`src/rtl/nav_rx_pkg.sv`:
```
// rtl/nav_rx_pkg.sv - shared constants and state types for the nav frame receiver
// Optional checksum byte and CHK state are enabled by NAV_RX_CHECKSUM_EN.
package nav_rx_pkg;

  localparam logic [7:0] NAV_HDR      = 8'hA5;
  localparam logic [7:0] NAV_TYPE_GEO = 8'h01;
  localparam logic [7:0] NAV_TYPE_GPS = 8'h02;
  localparam logic [7:0] NAV_TYPE_QR  = 8'h03;

  typedef enum logic [1:0] {
    ST_HUNT,
    ST_TYPE,
    ST_DATA
`ifdef NAV_RX_CHECKSUM_EN
    , ST_CHK
`endif
  } nav_state_e;

  typedef enum logic [1:0] {
    RX_IDLE,
    RX_START,
    RX_DATA,
    RX_STOP
  } uart_state_e;

  function automatic logic nav_is_type(input logic [7:0] b);
    return (b == NAV_TYPE_GEO) || (b == NAV_TYPE_GPS) || (b == NAV_TYPE_QR);
  endfunction

  function automatic logic [7:0] nav_checksum(input logic [7:0] t, input logic [7:0] d);
    return t ^ d;
  endfunction

endpackage

```
`src/rtl/nav_uart_rx.sv`:
```
// rtl/nav_uart_rx.sv - 8N1 UART byte receiver with input synchronizer and stop-bit check
// byte_valid_o/frame_err_o are combinational pulses in the stop-sample cycle.
module nav_uart_rx
  import nav_rx_pkg::*;
#(
  parameter int CLKS_PER_BIT = 5208
) (
  input  logic       clk_i,
  input  logic       rst_i,
  input  logic       en_i,
  input  logic       rx_i,
  output logic [7:0] byte_o,
  output logic       byte_valid_o,
  output logic       frame_err_o
);

  localparam int CW = $clog2(CLKS_PER_BIT + 1);
  localparam logic [CW-1:0] FULL = CW'(CLKS_PER_BIT - 1);
  localparam logic [CW-1:0] HALF = CW'(CLKS_PER_BIT / 2 - 1);

  logic [1:0]    sync_q;
  logic          prev_q;
  uart_state_e   state_q, state_d;
  logic [CW-1:0] cnt_q, cnt_d;
  logic [2:0]    bit_q, bit_d;
  logic [7:0]    shift_q, shift_d;
  logic          rx_s;

  assign rx_s   = sync_q[1];
  assign byte_o = shift_q;

  always_ff @(posedge clk_i) begin
    if (rst_i) begin
      sync_q  <= 2'b11;
      prev_q  <= 1'b1;
      state_q <= RX_IDLE;
      cnt_q   <= '0;
      bit_q   <= '0;
      shift_q <= '0;
    end else begin
      sync_q  <= {sync_q[0], rx_i};
      prev_q  <= rx_s;
      state_q <= state_d;
      cnt_q   <= cnt_d;
      bit_q   <= bit_d;
      shift_q <= shift_d;
    end
  end

  always_comb begin
    state_d      = state_q;
    cnt_d        = cnt_q + 1'b1;
    bit_d        = bit_q;
    shift_d      = shift_q;
    byte_valid_o = 1'b0;
    frame_err_o  = 1'b0;
    case (state_q)
      RX_IDLE: begin
        cnt_d = '0;
        if (prev_q && !rx_s) state_d = RX_START;
      end
      RX_START: begin
        if (cnt_q == HALF) begin
          cnt_d   = '0;
          bit_d   = '0;
          state_d = rx_s ? RX_IDLE : RX_DATA;
        end
      end
      RX_DATA: begin
        if (cnt_q == FULL) begin
          cnt_d   = '0;
          shift_d = {rx_s, shift_q[7:1]};
          bit_d   = bit_q + 1'b1;
          if (bit_q == 3'd7) state_d = RX_STOP;
        end
      end
      RX_STOP: begin
        if (cnt_q == FULL) begin
          cnt_d        = '0;
          state_d      = RX_IDLE;
          byte_valid_o = rx_s;
          frame_err_o  = !rx_s;
        end
      end
      default: state_d = RX_IDLE;
    endcase
    // Disabled: drop any byte in flight; the synchronizer keeps tracking the line.
    if (!en_i) begin
      state_d      = RX_IDLE;
      cnt_d        = '0;
      bit_d        = '0;
      byte_valid_o = 1'b0;
      frame_err_o  = 1'b0;
    end
  end

endmodule

```
`src/rtl/nav_frame_rx.sv`:
```
// rtl/nav_frame_rx.sv - nav sensor frame parser (A5, type, data[, checksum]) over UART
// Define NAV_RX_CHECKSUM_EN to require the trailing type^data checksum byte.
module nav_frame_rx
  import nav_rx_pkg::*;
#(
  parameter int CLKS_PER_BIT = 5208,
  parameter int TIMEOUT_BITS = 20
) (
  input  logic       PWM,
  input  logic       RST,
  input  logic       EN,
  input  logic       rx_in,
  output logic [7:0] geo_out,
  output logic [7:0] gps_out,
  output logic       qr_out,
  output logic       upd,
  output logic       frame_err
);

  localparam int TO_LIMIT = TIMEOUT_BITS * CLKS_PER_BIT;
  localparam int TW = $clog2(TO_LIMIT + 1);
  localparam logic [TW-1:0] TO_LAST = TW'(TO_LIMIT - 1);

  logic [7:0] rx_byte;
  logic       rx_valid, rx_err;

  nav_uart_rx #(.CLKS_PER_BIT(CLKS_PER_BIT)) u_uart (
    .clk_i        (PWM),
    .rst_i        (RST),
    .en_i         (EN),
    .rx_i         (rx_in),
    .byte_o       (rx_byte),
    .byte_valid_o (rx_valid),
    .frame_err_o  (rx_err)
  );

  nav_state_e    state_q, state_d;
  logic [7:0]    type_q, type_d;
`ifdef NAV_RX_CHECKSUM_EN
  logic [7:0]    data_q, data_d;
`endif
  logic [7:0]    geo_q, geo_d, gps_q, gps_d;
  logic          qr_q, qr_d, upd_q, upd_d, err_q, err_d;
  logic [TW-1:0] to_cnt_q, to_cnt_d;
  logic          commit;
  logic [7:0]    commit_data;

  assign geo_out   = geo_q;
  assign gps_out   = gps_q;
  assign qr_out    = qr_q;
  assign upd       = upd_q;
  assign frame_err = err_q;

  always_ff @(posedge PWM) begin
    if (RST) begin
      state_q  <= ST_HUNT;
      type_q   <= '0;
`ifdef NAV_RX_CHECKSUM_EN
      data_q   <= '0;
`endif
      geo_q    <= '0;
      gps_q    <= '0;
      qr_q     <= 1'b0;
      upd_q    <= 1'b0;
      err_q    <= 1'b0;
      to_cnt_q <= '0;
    end else begin
      state_q  <= state_d;
      type_q   <= type_d;
`ifdef NAV_RX_CHECKSUM_EN
      data_q   <= data_d;
`endif
      geo_q    <= geo_d;
      gps_q    <= gps_d;
      qr_q     <= qr_d;
      upd_q    <= upd_d;
      err_q    <= err_d;
      to_cnt_q <= to_cnt_d;
    end
  end

  always_comb begin
    state_d     = state_q;
    type_d      = type_q;
`ifdef NAV_RX_CHECKSUM_EN
    data_d      = data_q;
`endif
    geo_d       = geo_q;
    gps_d       = gps_q;
    qr_d        = qr_q;
    upd_d       = 1'b0;
    err_d       = 1'b0;
    commit      = 1'b0;
    commit_data = '0;
    // Inter-byte gap timer only runs while a frame is partially received.
    to_cnt_d    = (state_q == ST_HUNT) ? '0 : to_cnt_q + 1'b1;

    if (rx_err) begin
      state_d  = ST_HUNT;
      err_d    = 1'b1;
      to_cnt_d = '0;
    end else if (rx_valid) begin
      to_cnt_d = '0;
      case (state_q)
        ST_HUNT: if (rx_byte == NAV_HDR) state_d = ST_TYPE;
        ST_TYPE: begin
          if (nav_is_type(rx_byte)) begin
            type_d  = rx_byte;
            state_d = ST_DATA;
          end else if (rx_byte == NAV_HDR) begin
            state_d = ST_TYPE;
          end else begin
            err_d   = 1'b1;
            state_d = ST_HUNT;
          end
        end
`ifdef NAV_RX_CHECKSUM_EN
        ST_DATA: begin
          data_d  = rx_byte;
          state_d = ST_CHK;
        end
        ST_CHK: begin
          state_d = ST_HUNT;
          if (rx_byte == nav_checksum(type_q, data_q)) begin
            commit      = 1'b1;
            commit_data = data_q;
          end else begin
            err_d = 1'b1;
          end
        end
`else
        ST_DATA: begin
          state_d     = ST_HUNT;
          commit      = 1'b1;
          commit_data = rx_byte;
        end
`endif
        default: state_d = ST_HUNT;
      endcase
    end else if (state_q != ST_HUNT && to_cnt_q == TO_LAST) begin
      err_d    = 1'b1;
      state_d  = ST_HUNT;
      to_cnt_d = '0;
    end

    if (commit) begin
      upd_d = 1'b1;
      case (type_q)
        NAV_TYPE_GEO: geo_d = commit_data;
        NAV_TYPE_GPS: gps_d = commit_data;
        default:      qr_d  = commit_data[0];
      endcase
    end

    if (!EN) begin
      state_d  = ST_HUNT;
      to_cnt_d = '0;
      upd_d    = 1'b0;
      err_d    = 1'b0;
      geo_d    = geo_q;
      gps_d    = gps_q;
      qr_d     = qr_q;
    end
  end

endmodule

```
`config.mk`:
```
export PLATFORM = sky130hd
export DESIGN_NAME = nav_frame_rx
export DESIGN_NICKNAME = d
export VERILOG_FILES = /design/src/rtl/nav_rx_pkg.sv /design/src/rtl/nav_uart_rx.sv /design/src/rtl/nav_frame_rx.sv
export SDC_FILE = /design/constraint.sdc
export NUM_CORES = 1
export LEC_CHECK = 0
export ABC_AREA = 1
export BUFFER_PORTS_ARGS = -buffer_cell sky130_fd_sc_hd__buf_2
export CAP_MARGIN = 15
export CORE_MARGIN = 2
export CORE_UTILIZATION = 50
export DETAILED_ROUTE_END_ITERATION = 12
export PLACE_DENSITY = 0.7
export SLEW_MARGIN = 20
export SYNTH_ARGS = -nofsm -noshare
export SYNTH_HDL_FRONTEND = slang
export SYNTH_HIERARCHICAL = 1
export SYNTH_SLANG_ARGS = --single-unit
```
`constraint.sdc`:
```
create_clock -name PWM -period 4.3 [get_ports PWM]
set_input_delay 0.215 -clock PWM [delete_from_list [all_inputs] [get_ports PWM]]
set_output_delay 0.215 -clock PWM [all_outputs]
set_load 0.01 [all_outputs]
```
==> impl_results.md <==
- Pwr Total: 1.29 mW
- CTS tree: built
- Commonest cells in the synthesized netlist: 110 x nor2_1, 75 x dfxtp_1, 69 x nand2_1
- Antenna cell count: 0
- Drt first-iter violations: 143
- Worst-margin pin slew: 392 ps
- CTS Hold Buffers Added: 0
- CP max FO: 9
- Area Overhead vs Synth: 11.2%
- CTS root buf: clkbuf_8
- Cts repair resizes: 0
- Most common cell in the synthesized netlist: nor2_1
- Routability Congestion: 0.830
- Setup Fix Bufs, Post-CTS: 0
- Number of hold violations in the final report: 0
- Initial Util: 0.512
- Max Cap Viol: 0
- Area contributors post-synth: dfxtp_1 44%, nor2_1 12%, nand2_1 7.5%
- Clock sink count: 75
- Synthesized Nets: 480
- Worst Setup End Kind: register
- Setup TNS Final: 0 ps
- Latest clock arrival within the worst-skew pair: 360 ps
- Critical Path Source Type: register
- Max_slew headroom: 0.738
- DP Area: 0.00362 mm^2
- Lkg Pwr: 1.54 nW
- Fillcell total: 650
- Post-synth EDFFs: 0
- Slew Viols, Final: 0
- Total global routing overflow: 0
- Detailed placement HPWL: 4990 um
- Die Ht: 87.0 um
- Req. time, crit path: 4540 ps
- Post-synth ARST share: 0
- Clock buffer depth: 2
- Synth cell types: 34
- Final wirelength: 6780 um
- Horiz. Die Dim: 87.0 um
- Cell Area, Synth: 0.00344 mm^2
- Top cell type's share of synthesized area: 0.436
- Count of state elements after synthesis: 75
- Detail Route Antenna Nets: 0
- Final Cycle Share: 0.561
- First-pass GRT wire length: 11,700 um
- Seq/Total Area, Yosys: 0.436
- Worst vdd ir: 0.000213 V
- Worst min-delay path class: input pin to register
- Wire per inst: 11.6 um
- Unrepaired setup endpoints after global routing: no
- # port buffers: 22
- Clk_skew: 13.6 ps
- Ports: 23
- Status: finished, final reports clean
- Die area: 0.00756 mm^2
- NumNets Final: 508
- Avg Inst Size Synth: 7.29 um^2
- Max Freq: 0.415 GHz
- Clock-pin slew on the worst setup and hold paths: 80 ps
- Setup-failing EPs final: 0
- Layout Utilization: 0.570
- Via density: 5.05
- Num CTS Buffers: 9
- H-tree lvl count: 3
- Tmin final: 2410 ps
- WP data arrival: 2650 ps
- Design area: 0.00383 mm^2
- Share of cells above drive strength 1: 0.156
- Synth area leader: dfxtp_1
- DRT Pass-1 Iters: 5
- Largest net degree at the start of global routing: 23
- Synthesis Warnings: 6
- PD cells: 336 mW/mm^2
- Prevailing post-synth register cell: dfxtp_1
- Vias in the first global route: 2,735
- Core area: 0.00672 mm^2
- DR vias: 2,957
- FP Rows: 30
- Synth Instances: 472
- Initial antenna violation count: 0
- WS Path Type: register to register
- GRT Overall Usage: 0.195
- Remaining DRCs: 0
## report_power, final
part | total, mW | internal, mW | switching [mW] | leakage [nW]
Sequential | 0.696 | 0.695 | 0.00128 | 0.604
Combinational | 0.0178 | 0.00535 | 0.0124 | 0.832
Clock | 0.573 | 0.290 | 0.283 | 0.101
Total | 1.29 | 0.990 | 0.297 | 1.54
## registers in the layout, summed over array words and instances (netlist names), named ones only
signal and flops:
u_uart/sync_q 2, u_uart/bit_q 3, u_uart/byte_o 8, state_q 2
to_cnt_q 17, u_uart/cnt_q 13, frame_err 1, qr_out 1
type_q 8, geo_out 8, u_uart/state_q 1, u_uart/prev_q 1
upd 1, gps_out 8
## through the flow
step           hold slack (ps)  instances  worst slack (ps)
4_1_cts                   32.9        585              1910
6_report                  39.4        585              1890
3_5_place_dp               394        569              1940
2_1_floorplan              292        472              2260
3_3_place_gp               393        569              1990
5_1_grt                   22.5        585              1580
## path summary, 6_finish.rpt
path / from / to / slack, ps / cells after the start
worst max-delay path: u_uart/cnt_q[0]$_SDFF_PP0_ / gps_out[0]$_SDFFE_PP0P_ / 1890 / 13
worst min-delay path: rx_in / u_uart/sync_q[0]$_SDFF_PP1_ / 40 / 2
worst max register to register: u_uart/cnt_q[0]$_SDFF_PP0_ / gps_out[0]$_SDFFE_PP0P_ / 1890 / 13
worst min register to register: u_uart/sync_q[0]$_SDFF_PP1_ / u_uart/sync_q[1]$_SDFF_PP1_ / 410 / 1
## metal layers
layer | track usage | wire (um) | up-vias
met3 | 0.0408 | 300 | 14
met2 | 0.303 | 3000 | 60
met4 | 0.102 | 147 | 0
met1 | 0.253 | 3340 | 1333
li1 | - | - | 1550
met5 | 0 | 0 | -
## cells in the final DEF (no fill, tap or decap), drive strengths merged, types with 6 or more instances in the layout
master and instances:
nor3 18, a21oi 17, nand3 26, nand4 9
or2 6, clkbuf 10, nor2 120, dfxtp 75
a211oi 7, xor2 11, inv 64, buf 22
nand2 74, o21ai 25
## cells by family (layout without fill, tap and decap cells)
logic type,after synthesis,in the layout,share of synthesized area
flops,75,75,0.436
simple gates,261,261,0.353
compound gates,49,49,0.0789
buf+inv,68,101,0.0789
xor+xnor,15,15,0.0382
fa+ha+maj,4,4,0.0145
## worst max-delay path, cell delays in order (launching register included)
cell and delay [ps]:
dfxtp_1 360, ha_1 210, nand2_2 110, inv_2 70, nand2_1 60, nor2_2 120, and2_4 180, nand3_1 80
nor2_1 300, nand4_1 150, inv_1 120, nand3_1 210, o21ai_0 280, nor2_1 60
## final cells by class
| cell class | count | area [um^2] | area share |
|---|---|---|---|
| clock buffers | 10 | 138 | 0.0360 |
| clock inverters | 6 | 73.8 | 0.0193 |
| repair buffers | 22 | 110 | 0.0288 |
| inverters | 63 | 236 | 0.0618 |
| well taps | 80 | 100 | 0.0262 |
| multi-input cells | 329 | 1670 | 0.436 |
| flip-flops and latches | 75 | 1500 | 0.392 |
Note: power is estimated with default switching activity, not from simulation.
